**config.mk**
```make
export PLATFORM = sky130hd
export DESIGN_NAME = instr_fetch
export DESIGN_NICKNAME = d
export VERILOG_FILES = /design/src/rtl/riscv_pkg.sv /design/src/rtl/instr_fetch.sv
export SDC_FILE = /design/constraint.sdc
export NUM_CORES = 1
export LEC_CHECK = 0
export CORE_AREA = 2 2 128 130
export DETAILED_ROUTE_END_ITERATION = 7
export DIE_AREA = 0 0 130 132
export DONT_BUFFER_PORTS = 1
export GPL_TIMING_DRIVEN = 0
export PLACE_DENSITY = 0.68
export SYNTH_ARGS = -nofsm -noshare
export SYNTH_HDL_FRONTEND = slang
export SYNTH_SLANG_ARGS = --single-unit
```
**constraint.sdc**
```tcl
create_clock -name clk -period 5.6 [get_ports clk]
set_input_delay 0.56 -clock clk [delete_from_list [all_inputs] [get_ports clk]]
set_output_delay 0.56 -clock clk [all_outputs]
set_load 0.01 [all_outputs]
```
**src/rtl/riscv_pkg.sv**
```systemverilog
// Shared RISC-V front-end types and constants used by fetch and decode.
package riscv_pkg;

   typedef enum logic [1:0] {
      REQ  = 2'd0,
      WAIT = 2'd1,
      DROP = 2'd2
   } fetch_state_t;

   localparam logic [31:0] NOP_INSTR        = 32'h0000_0013;
   localparam logic [31:0] DEFAULT_RESET_PC = 32'h0000_0000;

   // Major opcodes, consumed by decode and the immediate generator.
   localparam logic [6:0] OP_LUI    = 7'b0110111;
   localparam logic [6:0] OP_AUIPC  = 7'b0010111;
   localparam logic [6:0] OP_JAL    = 7'b1101111;
   localparam logic [6:0] OP_JALR   = 7'b1100111;
   localparam logic [6:0] OP_BRANCH = 7'b1100011;
   localparam logic [6:0] OP_LOAD   = 7'b0000011;
   localparam logic [6:0] OP_STORE  = 7'b0100011;
   localparam logic [6:0] OP_IMM    = 7'b0010011;
   localparam logic [6:0] OP_REG    = 7'b0110011;

endpackage

```
**src/rtl/instr_fetch.sv**
```systemverilog
// Fetch stage: one outstanding imem request, one-entry IF/ID register toward
// decode, and redirect handling that flushes and drops in-flight responses.
module instr_fetch
   import riscv_pkg::*;
#(
   parameter logic [31:0] RESET_PC = DEFAULT_RESET_PC,
   parameter int          XLEN     = 32
) (
   input  logic            clk,
   input  logic            rst,
   output logic            imem_req_valid,
   input  logic            imem_req_ready,
   output logic [XLEN-1:0] imem_req_addr,
   input  logic            imem_rsp_valid,
   input  logic [XLEN-1:0] imem_rsp_data,
   input  logic            redirect_valid,
   input  logic [XLEN-1:0] redirect_pc,
   output logic            id_valid,
   input  logic            id_ready,
   output logic [XLEN-1:0] id_instr,
   output logic [XLEN-1:0] id_pc,
   output logic [XLEN-1:0] id_pc_plus4
);

   fetch_state_t    state_q;
   logic [XLEN-1:0] pc_q;
   logic [XLEN-1:0] req_pc_q;
   logic            id_valid_q;
   logic [XLEN-1:0] id_instr_q;
   logic [XLEN-1:0] id_pc_q;
   logic [XLEN-1:0] id_pc_plus4_q;

   logic            slot_free;
   logic            req_fire;
   logic            capture;
   logic [XLEN-1:0] redirect_tgt;

   // Issuing only when the slot is free guarantees room for the response.
   assign slot_free      = !id_valid_q || id_ready;
   assign imem_req_valid = (state_q == REQ) && slot_free && !redirect_valid;
   assign imem_req_addr  = pc_q;
   assign req_fire       = imem_req_valid && imem_req_ready;
   assign capture        = (state_q == WAIT) && imem_rsp_valid && !redirect_valid;
   assign redirect_tgt   = redirect_pc & ~XLEN'(3);

   always_ff @(posedge clk) begin
      if (rst) begin
         state_q       <= REQ;
         pc_q          <= RESET_PC;
         req_pc_q      <= RESET_PC;
         id_valid_q    <= 1'b0;
         id_instr_q    <= NOP_INSTR;
         id_pc_q       <= RESET_PC;
         id_pc_plus4_q <= RESET_PC + XLEN'(4);
      end else if (redirect_valid) begin
         pc_q       <= redirect_tgt;
         id_valid_q <= 1'b0;
         case (state_q)
            REQ:     state_q <= REQ;
            WAIT:    state_q <= imem_rsp_valid ? REQ : DROP;
            DROP:    state_q <= imem_rsp_valid ? REQ : DROP;
            default: state_q <= REQ;
         endcase
      end else begin
         if (id_valid_q && id_ready) begin
            id_valid_q <= 1'b0;
         end
         case (state_q)
            REQ: begin
               if (req_fire) begin
                  req_pc_q <= pc_q;
                  pc_q     <= pc_q + XLEN'(4);
                  state_q  <= WAIT;
               end
            end
            WAIT: begin
               if (capture) begin
                  id_instr_q    <= imem_rsp_data;
                  id_pc_q       <= req_pc_q;
                  id_pc_plus4_q <= req_pc_q + XLEN'(4);
                  id_valid_q    <= 1'b1;
                  state_q       <= REQ;
               end
            end
            DROP: begin
               if (imem_rsp_valid) begin
                  state_q <= REQ;
               end
            end
            default: state_q <= REQ;
         endcase
      end
   end

   assign id_valid    = id_valid_q;
   assign id_instr    = id_instr_q;
   assign id_pc       = id_pc_q;
   assign id_pc_plus4 = id_pc_plus4_q;

endmodule

```
==> impl_metrics.prom <==
# TYPE chip_impl_metric gauge
chip_impl_metric{name="design.final.nets",unit=""} 994
chip_impl_metric{name="cp_slowest_stage_delay",unit="ns"} 0.72
chip_impl_metric{name="drt_first_iter_violations",unit=""} 479
chip_impl_metric{name="cts_buffers",unit=""} 17
chip_impl_metric{name="met2_length",unit="um"} 9500
chip_impl_metric{name="area_delta_synth_final",unit="%"} 12.7
chip_impl_metric{name="ys_ff_latch",unit=""} 155
chip_impl_metric{name="postSynth.asyncResetShare",unit="%"} 0
chip_impl_metric{name="num_vias",unit=""} 6648
chip_impl_metric{name="diodes",unit=""} 0
chip_impl_info{name="postSynth.topFlopCell",value="dfxtp_1"} 1
chip_impl_metric{name="synthesis.instances",unit=""} 895
chip_impl_info{name="post_synth_main_area_contributors",value="dfxtp_1 44%, nand2_1 12%, a21oi_1 7.0%, clkbuf_1 3.1%, nor2_1 2.5%"} 1
chip_impl_metric{name="leakage_power_summed_over_all_cells",unit="nW"} 2.42
chip_impl_metric{name="total_of_fill_cells_in_the_finished_design",unit=""} 1594
chip_impl_metric{name="seq_area_frac_synth",unit="%"} 44.5
chip_impl_metric{name="total_power",unit="mW"} 2.50
chip_impl_metric{name="detail_route.drc_violations",unit=""} 0
chip_impl_metric{name="worst_slack",unit="ns"} 3.03
chip_impl_metric{name="dp_hpwl",unit="um"} 16200
chip_impl_metric{name="initial_antenna_violation_count",unit=""} 0
chip_impl_info{name="status",value="finished, final reports clean"} 1
chip_impl_metric{name="yosys.cell_types.count",unit=""} 55
chip_impl_metric{name="clkTransAtPathRegs",unit="ns"} 0.07
chip_impl_metric{name="netlist_area",unit="mm^2"} 0.00698
chip_impl_info{name="top_signal_layer_used",value="met4"} 1
chip_impl_metric{name="grt_first_pass_wirelength",unit="um"} 33000
chip_impl_metric{name="place_ws",unit="ns"} 2.87
chip_impl_info{name="cell_chain_critical_path",value="nor2b_1 -> clkbuf_1 -> nor3_1 -> buf_2 -> buf_1 -> nand2_1 -> a21oi_1"} 1
chip_impl_metric{name="postRouteWirelength",unit="um"} 21600
chip_impl_info{name="timing.hold.worst.class",value="in2reg"} 1
chip_impl_metric{name="worst-endpoint-arrival",unit="ns"} 2.91
chip_impl_metric{name="route.detailed.vias_per_inst",unit=""} 5.79
chip_impl_metric{name="switching_share",unit="%"} 24.5
chip_impl_info{name="synth_common_cells",value="217 x nand2_1, 155 x dfxtp_1, 97 x a21oi_1, 57 x clkbuf_1, 47 x nor2_1"} 1
chip_impl_info{name="path_class",value="reg2reg"} 1
chip_impl_metric{name="cts_num_sinks",unit=""} 155
chip_impl_info{name="cp_slowest_cell",value="nor3_1"} 1
chip_impl_metric{name="portBuffers",unit=""} 0
chip_impl_metric{name="setup_viol",unit=""} 0
chip_impl_metric{name="finalCriticalPeriod",unit="ns"} 2.57
chip_impl_metric{name="grt_overflow_total",unit=""} 0
chip_impl_metric{name="finalCritPeriodShare",unit="%"} 45.9
chip_impl_metric{name="total_switching_power",unit="uW"} 611
chip_impl_info{name="synth.most_common_cell",value="nand2_1"} 1
chip_impl_metric{name="design.core.area",unit="mm^2"} 0.0157
chip_impl_metric{name="number_of_global_route_vias_before_repair",unit=""} 6053
chip_impl_metric{name="finalMaxSlewViolations",unit=""} 0
chip_impl_metric{name="worst-slew-pin-transition",unit="ns"} 0.782
chip_impl_metric{name="chipWidth",unit="um"} 130
chip_impl_metric{name="regArea",unit="mm^2"} 0.00310
chip_impl_metric{name="critical_path_required",unit="ns"} 5.94
chip_impl_metric{name="multiInputGateArea",unit="mm^2"} 0.00352
chip_impl_metric{name="power.share.sequential",unit="%"} 47.5
chip_impl_metric{name="vdd_ir_drop_max",unit="mV"} 0.229
chip_impl_metric{name="boundaryPins",unit=""} 200
chip_impl_metric{name="setup_slack_on_the_worst_flop_to_flop_path",unit="ns"} 3.03
chip_impl_metric{name="worstSkewPairLatency",unit="ns"} 0.43
chip_impl_metric{name="synth_largest_type_area_fraction",unit="%"} 44.5
chip_impl_metric{name="internal_pwr_total",unit="mW"} 1.89
chip_impl_metric{name="syn-mean-instance-area",unit="um^2"} 7.79
chip_impl_info{name="clk_root_buffer_cell",value="clkbuf_16"} 1
chip_impl_metric{name="cts_buffer_depth",unit=""} 2
chip_impl_metric{name="postCtsResizedCells",unit=""} 0
chip_impl_metric{name="whs",unit="ns"} 0.268
chip_impl_metric{name="cp_bufs_invs",unit=""} 3
chip_impl_info{name="clock_tree_from_tritoncts",value="yes"} 1
chip_impl_info{name="grt_setup_unrepaired",value="false"} 1
chip_impl_metric{name="fin_setup_tns",unit="ns"} 0
chip_impl_metric{name="post_cts_hold_buffer_count",unit=""} 0
chip_impl_metric{name="drive_gt1_share",unit="%"} 5.79
chip_impl_metric{name="max_freq",unit="MHz"} 389
chip_impl_metric{name="placement_rows",unit=""} 46
chip_impl_metric{name="initial_utilization",unit="%"} 44.4
chip_impl_metric{name="gp_congestion",unit=""} 0.909
chip_impl_metric{name="cts_setup_buffers",unit=""} 0
chip_impl_metric{name="postRouteAntennaNets",unit=""} 0
chip_impl_metric{name="synth-edff-count",unit=""} 0
chip_impl_metric{name="dpl-instance-area",unit="mm^2"} 0.00726
chip_impl_metric{name="finalInstanceArea",unit="mm^2"} 0.00786
chip_impl_metric{name="max_slew_margin",unit="%"} 47.4
chip_impl_metric{name="die_h",unit="um"} 132
chip_impl_metric{name="hold_violations",unit=""} 0
chip_impl_metric{name="worstPathMaxFanout",unit=""} 10
chip_impl_metric{name="share_comb_of_total_power",unit="%"} 5.9
chip_impl_metric{name="grt_max_degree",unit=""} 17
chip_impl_metric{name="cap_violations",unit=""} 0
chip_impl_info{name="netlist.top_cell.by_area",value="dfxtp_1"} 1
chip_impl_metric{name="grt_util_all_layers",unit="%"} 24.7
chip_impl_metric{name="wl_met1",unit="um"} 9310
chip_impl_info{name="cpLargestDelayFamily",value="simple AND/OR/NAND/NOR gates"} 1
chip_impl_metric{name="drt-wirelength-per-cell",unit="um"} 18.8
chip_impl_metric{name="cts_htree_levels",unit=""} 4
chip_impl_metric{name="wl_met3",unit="um"} 2280
chip_impl_metric{name="finClkSkew",unit="ns"} 0.0166
chip_impl_metric{name="ys.warnings.count",unit=""} 0
chip_impl_info{name="worst_setup_path_start_kind",value="register"} 1
chip_impl_metric{name="power_frac_clock",unit="%"} 46.6
chip_impl_info{name="worst_setup_path_end_kind",value="register"} 1
chip_impl_metric{name="design.die.area",unit="mm^2"} 0.0172
chip_impl_metric{name="dr.pass1.iters",unit=""} 6
chip_impl_metric{name="power_per_cell_area",unit="mW/mm^2"} 318
stage by stage:
stage                     utilization, %  cells
final                               50.0   1148
after global routing                50.0   1148
after CTS                           50.0   1148
after detailed placement            46.2   1116
after global placement              46.2   1116
after floorplan                        -    900
worst paths after layout:
path / start / to / depth (start not counted)
worst min-delay path: redirect_pc[2] / imem_req_addr[2] / 2
worst max register to register: id_valid / req_pc_q[27] / 7
worst max-delay path: id_valid / req_pc_q[27] / 7
worst min register to register: req_pc_q[31] / req_pc_q[31] / 2
logic make-up after synthesis:
group	share of synthesized area, %
AO/OA/AOI/OAI	18.6
XOR/XNOR	2.26
adder cells (fa/ha/maj)	0.897
buffers and inverters	5.38
flip-flops	44.5
multiplexers	0.144
other	0.0538
AND/OR/NAND/NOR	28.2
registers in the layout, indices dropped and copies added (netlist names):
register / count
req_pc_q: 30
id_pc_plus4: 30
id_instr: 32
id_valid: 1
id_pc: 30
imem_req_addr: 30
state_q: 2
layer usage:
layer / track usage, % / vias up
met1: 32.8 / 3053
met5: 0 / -
met2: 37.4 / 321
li1: - / 3231
met3: 7.95 / 43
met4: 9.38 / 0
placed cells by master (no fill, tap or decap), types with 6 or more instances in the layout:
master and instances:
nand2_1 217, xnor2_1 10, and2_1 9, clkbuf_1 59
nand4_1 26, nand2b_1 6, a211oi_1 18, nor4_1 12
buf_4 6, a311oi_1 17, o311ai_0 8, clkbuf_16 17
or4_1 13, nor3_1 16, a21oi_1 97, inv_1 12
xor2_1 8, dfxtp_1 155, conb_1 6, buf_2 7
buf_1 6, a31oi_1 14, o21ai_0 16, and4_1 9
or3_1 15, nor2_1 47, nand3_1 33
layout make-up:
cell class | instances | area share, %
Multi-Input combinational cell | 654 | 44.7
Sequential cell | 155 | 39.5
Clock buffer | 20 | 5.68
Buffer | 78 | 4.16
Tap cell | 216 | 3.44
Clock inverter | 12 | 1.88
Inverter | 13 | 0.621
worst register-to-register path, cell delays in order, from the launching register on:
cell,delay [ns]
dfxtp_1,0.35
nor2b_1,0.14
clkbuf_1,0.26
nor3_1,0.72
buf_2,0.38
buf_1,0.34
nand2_1,0.14
a21oi_1,0.15
power groups by stage:
| stage | Combinational (mW) | Sequential [mW] | Clock (mW) |
|---|---|---|---|
| floorplan | 0.107 | 1.19 | 0 |
| global placement | 0.144 | 1.21 | 0 |
| detailed placement | 0.145 | 1.21 | 0 |
| finish | 0.148 | 1.19 | 1.16 |
| global route | 0.164 | 1.19 | 1.23 |
| CTS | 0.146 | 1.19 | 1.18 |
Note: power is estimated with default switching activity, not from simulation.
